===== src/rtl/fft_out_streamer_if.sv =====
// Handshake bundle between the FFT output streamer and its frame producer / beat consumer.
// master = the side that produces frames and consumes beats; slave = the streamer itself.
interface fft_out_streamer_if #(
  parameter int bits = 16,
  parameter int N    = 32
);
  localparam int W     = 2 * bits;
  localparam int IDX_W = $clog2(N);

  logic               frame_valid;
  logic [N*W-1:0]     frame_in;
  logic               frame_ready;
  logic               out_valid;
  logic               out_ready;
  logic [W-1:0]       out_data;
  logic [IDX_W-1:0]   out_index;
  logic               out_last;
  logic               busy;
  logic [7:0]         drop_cnt;

  modport master (
    output frame_valid, frame_in, out_ready,
    input  frame_ready, out_valid, out_data, out_index, out_last, busy, drop_cnt
  );

  modport slave (
    input  frame_valid, frame_in, out_ready,
    output frame_ready, out_valid, out_data, out_index, out_last, busy, drop_cnt
  );
endinterface


===== src/rtl/fft_out_streamer.sv =====
// Captures a full N-point complex FFT frame in one cycle and streams it out one bin per beat,
// optionally in bit-reversed bank order, with a saturating count of frames that arrive while busy.
module fft_out_streamer #(
  parameter int bits    = 16,
  parameter int fix_bit = 7,
  parameter int N       = 32,
  parameter int BIT_REV = 0
) (
  input  logic              clk_100,
  input  logic              reset,
  fft_out_streamer_if.slave bus
);
  localparam int W     = 2 * bits;
  localparam int IDX_W = $clog2(N);
  localparam logic [IDX_W-1:0] LAST_IDX = IDX_W'(N - 1);

  // The fixed-point format only travels with the data; reject configurations that cannot describe it.
  if (N < 2 || (N & (N - 1)) != 0 || fix_bit < 0 || fix_bit >= bits) begin : g_bad_cfg
    $error("fft_out_streamer: N must be a power of two >= 2 and 0 <= fix_bit < bits");
  end

  typedef enum logic {IDLE, STREAM} state_t;

  state_t           state_q;
  logic [IDX_W-1:0] idx_q, idx_d;
  logic [W-1:0]     bank_q [N];
  logic             out_valid_q, out_last_q, busy_q;
  logic [W-1:0]     out_data_q;
  logic [7:0]       drop_cnt_q;

  logic frame_ready, accept, drop, xfer;

  function automatic logic [IDX_W-1:0] rd_addr(input logic [IDX_W-1:0] i);
    logic [IDX_W-1:0] r;
    r = i;
    if (BIT_REV != 0) begin
      for (int b = 0; b < IDX_W; b++) r[b] = i[IDX_W-1-b];
    end
    return r;
  endfunction

  // A new frame may land on the same edge that retires the last beat of the current one.
  always_comb begin
    frame_ready = (state_q == IDLE) || (out_valid_q && bus.out_ready && out_last_q);
    accept      = bus.frame_valid && frame_ready;
    drop        = bus.frame_valid && !frame_ready;
    xfer        = out_valid_q && bus.out_ready;
    idx_d       = idx_q + 1'b1;
  end

  // NOTE: every register below, including the bank, is written with <= so all of them sample
  // pre-edge values; the bank is reset too so no stale bin can ever appear on out_data.
  always_ff @(posedge clk_100 or posedge reset) begin
    if (reset) begin
      state_q     <= IDLE;
      idx_q       <= '0;
      out_valid_q <= 1'b0;
      out_last_q  <= 1'b0;
      busy_q      <= 1'b0;
      out_data_q  <= '0;
      drop_cnt_q  <= '0;
      for (int i = 0; i < N; i++) bank_q[i] <= '0;
    end else begin
      if (accept) begin
        for (int i = 0; i < N; i++) bank_q[i] <= bus.frame_in[i*W +: W];
        state_q     <= STREAM;
        idx_q       <= '0;
        out_valid_q <= 1'b1;
        busy_q      <= 1'b1;
        out_last_q  <= 1'b0;
        // Bin 0 maps to bank 0 in both orders, so it can come straight from the input.
        out_data_q  <= bus.frame_in[W-1:0];
      end else if (xfer) begin
        if (out_last_q) begin
          state_q     <= IDLE;
          idx_q       <= '0;
          out_valid_q <= 1'b0;
          busy_q      <= 1'b0;
          out_last_q  <= 1'b0;
          out_data_q  <= '0;
        end else begin
          idx_q      <= idx_d;
          out_last_q <= (idx_d == LAST_IDX);
          out_data_q <= bank_q[rd_addr(idx_d)];
        end
      end

      if (drop && drop_cnt_q != 8'hFF) drop_cnt_q <= drop_cnt_q + 8'd1;
    end
  end

  assign bus.frame_ready = frame_ready;
  assign bus.out_valid   = out_valid_q;
  assign bus.out_data    = out_data_q;
  assign bus.out_index   = idx_q;
  assign bus.out_last    = out_last_q;
  assign bus.busy        = busy_q;
  assign bus.drop_cnt    = drop_cnt_q;
endmodule


===== src/flat_wrapper.sv =====
// flat-port wrapper written by rule: the top's interface ports become plain ports
module fft_out_streamer_flat 
#(
  parameter int bits    = 16,
  parameter int fix_bit = 7,
  parameter int N       = 32,
  parameter int BIT_REV = 0
)
  (clk_100, reset, bus_frame_valid, bus_frame_in, bus_out_ready, bus_frame_ready, bus_out_valid, bus_out_data, bus_out_index, bus_out_last, bus_busy, bus_drop_cnt);
  fft_out_streamer_if #(.bits(bits), .N(N)) bus_i ();
  input  logic clk_100;
  input  logic reset;
  input wire logic [$bits(bus_i.frame_valid)-1:0] bus_frame_valid;
  input wire logic [$bits(bus_i.frame_in)-1:0] bus_frame_in;
  input wire logic [$bits(bus_i.out_ready)-1:0] bus_out_ready;
  output wire logic [$bits(bus_i.frame_ready)-1:0] bus_frame_ready;
  output wire logic [$bits(bus_i.out_valid)-1:0] bus_out_valid;
  output wire logic [$bits(bus_i.out_data)-1:0] bus_out_data;
  output wire logic [$bits(bus_i.out_index)-1:0] bus_out_index;
  output wire logic [$bits(bus_i.out_last)-1:0] bus_out_last;
  output wire logic [$bits(bus_i.busy)-1:0] bus_busy;
  output wire logic [$bits(bus_i.drop_cnt)-1:0] bus_drop_cnt;
  assign bus_i.frame_valid = bus_frame_valid;
  assign bus_i.frame_in = bus_frame_in;
  assign bus_i.out_ready = bus_out_ready;
  assign bus_frame_ready = bus_i.frame_ready;
  assign bus_out_valid = bus_i.out_valid;
  assign bus_out_data = bus_i.out_data;
  assign bus_out_index = bus_i.out_index;
  assign bus_out_last = bus_i.out_last;
  assign bus_busy = bus_i.busy;
  assign bus_drop_cnt = bus_i.drop_cnt;
  fft_out_streamer #(.bits(bits), .fix_bit(fix_bit), .N(N), .BIT_REV(BIT_REV)) u_core (.clk_100(clk_100), .reset(reset), .bus(bus_i));
endmodule

===== config.mk =====
export PLATFORM = sky130hd
export DESIGN_NAME = fft_out_streamer_flat
export DESIGN_NICKNAME = d
export VERILOG_FILES = /design/src/rtl/fft_out_streamer_if.sv /design/src/rtl/fft_out_streamer.sv /design/src/flat_wrapper.sv
export SDC_FILE = /design/constraint.sdc
export NUM_CORES = 2
export LEC_CHECK = 0
export CORE_AREA = 2 2 414 416
export CTS_BUF_LIST = sky130_fd_sc_hd__clkbuf_16
export DETAILED_ROUTE_END_ITERATION = 7
export DIE_AREA = 0 0 416 418
export GPL_TIMING_DRIVEN = 1
export SETUP_SLACK_MARGIN = 0.02
export SLEW_MARGIN = 20
export SYNTH_ARGS = -nofsm -noshare
export SYNTH_HDL_FRONTEND = slang
export SYNTH_SLANG_ARGS = --single-unit

===== constraint.sdc =====
create_clock -name clk_100 -period 39.9 [get_ports clk_100]
set_clock_uncertainty 0.2 [all_clocks]
set_input_delay 11.97 -clock clk_100 [delete_from_list [all_inputs] [get_ports clk_100]]
set_output_delay 11.97 -clock clk_100 [all_outputs]
set_load 0.005 [all_outputs]

==> flow_summary.json <==
{
  "netlist_instances": 5201,
  "yosysMostFrequentCell": "nand2_1",
  "synth_edf_count": 0,
  "grt_pass1_vias": 41301,
  "syn_avg_cell_area_sq_um": 9.30,
  "rsz0062_at_grt": "false",
  "ys_ff_latch": 1071,
  "grt_overflow_total": 0,
  "ir_drop_mv": 0.0644,
  "hold_start": "u_core.bank_q[277]",
  "finalSetupViolations": 0,
  "hold_buffers": 0,
  "p_int_w": 0.00234,
  "synthFlopType": "dfrtp_1",
  "grt.total_usage_pct": 23.0,
  "slowest_stage": "clkdlybuf4s50_1",
  "yosys.area.top_type_share_pct": 55.4,
  "area_growth_pct": 34.6,
  "cp.arrival_ns": 13.39,
  "reg2reg_to": "u_core.bus.out_data[13]",
  "slew_headroom_pct": 15.7,
  "wl_met1_mm": 77.6,
  "synth_cell_types": 38,
  "grt_max_degree": 229,
  "rr_startpoint": "u_core.bus.out_index[0]",
  "cts-root-buf": "clkbuf_16",
  "worst_slew_pin_slew_ns": 1.26,
  "clk_latency_ns": 0.75,
  "slew_viol_final": 0,
  "first_pass_iters": 6,
  "hold_depth": 2,
  "postCtsSetupBuffers": 0,
  "via_per_inst": 4.77,
  "power.share.clock_pct": 29.8,
  "maxCapViolCount": 0,
  "rows": 151,
  "dr_total_vias": 40585,
  "cts-resized-gates": 0,
  "setup_ws_ns": 14.34,
  "wl_mm": 204,
  "wl_per_cell_microns": 24.0,
  "sw_frac_of_total_pct": 35.9,
  "pre_cts_ws_ns": 14.35,
  "cts_made_buffers": 120,
  "synth_common_cells": "nand2_1 (3261), dfrtp_1 (1071), mux4_2 (242)",
  "tns_ns": 0,
  "start_kind": "input port",
  "die_area_sq_mm": 0.174,
  "core_sq_mm": 0.169,
  "crit_buf_inv": 3,
  "status": "completed",
  "pwr-share-comb_pct": 33.9,
  "first_iter_violations": 3687,
  "critical-path-top-delay-family": "buffers and inverters",
  "die_w_microns": 416,
  "total_power_w": 0.00365,
  "leakage_nw": 31.5,
  "worstSetupEndpointType": "primary output",
  "min_path_type": "reg2reg",
  "powerDensity_mw_per_mm2": 56.1,
  "cp_num_cells": 4,
  "path_cells": "clkdlybuf4s50_1 -> a21boi_1 -> inv_1 -> clkdlybuf4s50_1",
  "wl_met3_mm": 12.9,
  "die_y_microns": 418,
  "min_to": "u_core.bank_q[277]",
  "synth.area.top_cells": "dfrtp_1 (55%), nand2_1 (25%), mux4_2 (11%), clkbuf_1 (1.5%), mux2i_1 (1.2%)",
  "clkTransAtPathRegs_ns": 0.05,
  "path_class": "in2out",
  "max_freq_ghz": 0.0391,
  "finalCriticalPeriod_ns": 25.56,
  "crit_path_max_fanout": 3,
  "whs_ns": 0.267,
  "yosysWarnings": 0,
  "port_buffers": 1076,
  "antenna_left": 0,
  "power_frac_seq_pct": 36.2,
  "cts_sinks": 1071,
  "cts_tree": "yes",
  "cp.required_ns": 27.73,
  "dr.max_layer_used": "met5",
  "syn_nets": 6232,
  "reg2reg_slack_ns": 34.16,
  "ioPinCount": 1077,
  "yosysTopAreaCell": "dfrtp_1",
  "cts_max_level": 3,
  "layout.nets": 7169,
  "cp_slowest_stage_delay_ns": 0.48,
  "synth_area_sq_mm": 0.0484,
  "worst_r2r_path_depth": 9,
  "async_reset_ff_share_pct": 100,
  "hold_viol": 0,
  "cpMostUsedCell": "clkdlybuf4s50_1",
  "p_sw_w": 0.00131,
  "grt_pass1_wl_mm": 289,
  "clock_path_buffers": 3,
  "drc_errors": 0,
  "start_util_pct": 28.6,
  "drive_above_1_share_pct": 7.86,
  "hpwl_mm": 153,
  "finalCritPeriodShare_pct": 64.1,
  "wl_met2_mm": 105,
  "antenna_found_initial": 92,
  "gp_congestion": 0.912,
  "synth.yosys.seq_area_share_pct": 55.4
}
==> sequential cells by signal (all words and copies together), names as in the netlist <==
register	flops
u_core.bank_q	1024
u_core.bus.drop_cnt	8
u_core.bus.out_data	32
u_core.bus.out_index	5
u_core.bus.out_last	1
u_core.bus.out_valid	1
==> cell type report <==
cell class / instances / area [sq um]
Fill cell: 17038 / 104000
Multi-Input combinational cell: 3798 / 20200
Sequential cell: 1071 / 26800
Tap cell: 2218 / 2780
Clock buffer: 124 / 3100
Clock inverter: 96 / 684
Timing Repair Buffer: 1142 / 11400
Inverter: 5 / 22.5
Antenna cell: 57 / 143
==> metal layers <==
layer,vias to the layer above,track usage [%]
met5,-,0
met4,42,10.9
met3,359,5.28
met2,1427,39.9
met1,20192,26.9
li1,18565,-
==> placed cells by master, fill, tap and decap left out, drive strengths merged <==
| cell | n |
|---|---|
| xnor2 | 7 |
| mux4 | 251 |
| or2 | 1 |
| o221ai | 7 |
| a222oi | 8 |
| nand4 | 3 |
| dfrtp | 1071 |
| clkinvlp | 4 |
| ha | 3 |
| nor4 | 2 |
| a22oi | 5 |
| a311o | 19 |
| a31oi | 24 |
| clkdlybuf4s50 | 1076 |
| diode | 57 |
| bufinv | 10 |
| a21oi | 14 |
| o211ai | 26 |
| nand2 | 3261 |
| nor2 | 41 |
| buf | 66 |
| nor3 | 4 |
| a221oi | 5 |
| o21a | 1 |
| clkbuf | 124 |
| a21boi | 1 |
| mux2 | 6 |
| nand3 | 16 |
| inv | 33 |
| xor2 | 6 |
| and3 | 19 |
| a21o | 1 |
| mux2i | 56 |
| clkinv | 54 |
| o21ai | 11 |
==> worst register-to-register path, cell delays in order, from the launching register on <==
cell and delay, ns:
dfrtp_4 0.80, buf_4 0.71, inv_2 0.12, ha_4 0.79, buf_4 0.71, buf_4 0.71, mux4_2 0.69, mux2i_1 0.44
o211ai_1 0.14, a311o_1 0.33
==> per-stage QoR <==
| step | cells | utilization [%] | instance area [sq um] |
|---|---|---|---|
| 4_1_cts | 8454 | 38.4 | 64900 |
| 6_report | 8511 | 38.5 | 65100 |
| 3_5_place_dp | 8234 | 36.1 | 61100 |
| 3_3_place_gp | 8234 | 36.1 | 61100 |
| 2_1_floorplan | 5201 | - | 48400 |
| 5_1_grt | 8508 | 38.5 | 65100 |
==> worst max path at each step <==
stage,startpoint,endpoint,slack [ns]
final,bus_out_ready,bus_frame_ready,14.34
after floorplan,reset,u_core.bank_q[0],12.96
after CTS,bus_out_ready,bus_frame_ready,14.35
after global routing,bus_out_ready,bus_frame_ready,14.27
after detailed placement,bus_out_ready,bus_frame_ready,14.35
after global placement,bus_out_ready,bus_frame_ready,14.30
==> power by group through the flow <==
stage,clock [W],combinational (W),sequential (W)
global route,0.00116,0.00133,0.00134
finish,0.00109,0.00124,0.00132
global placement,0,0.00128,0.00133
detailed placement,0,0.00128,0.00134
floorplan,0,0.000629,0.00131
CTS,0.00111,0.00129,0.00132
==> cell families after synthesis <==
logic type               Yosys count  synth area share (%)
multiplexers                     313                  13.1
AND/OR/NAND/NOR                 3347                  26.2
adder cells (fa/ha/maj)            3                0.0776
buffers and inverters            332                  3.12
AO/OA/AOI/OAI                    122                  1.87
flip-flops                      1071                  55.4
XOR/XNOR                          13                 0.274
No activity file was read; power rests on OpenSTA's default activity.
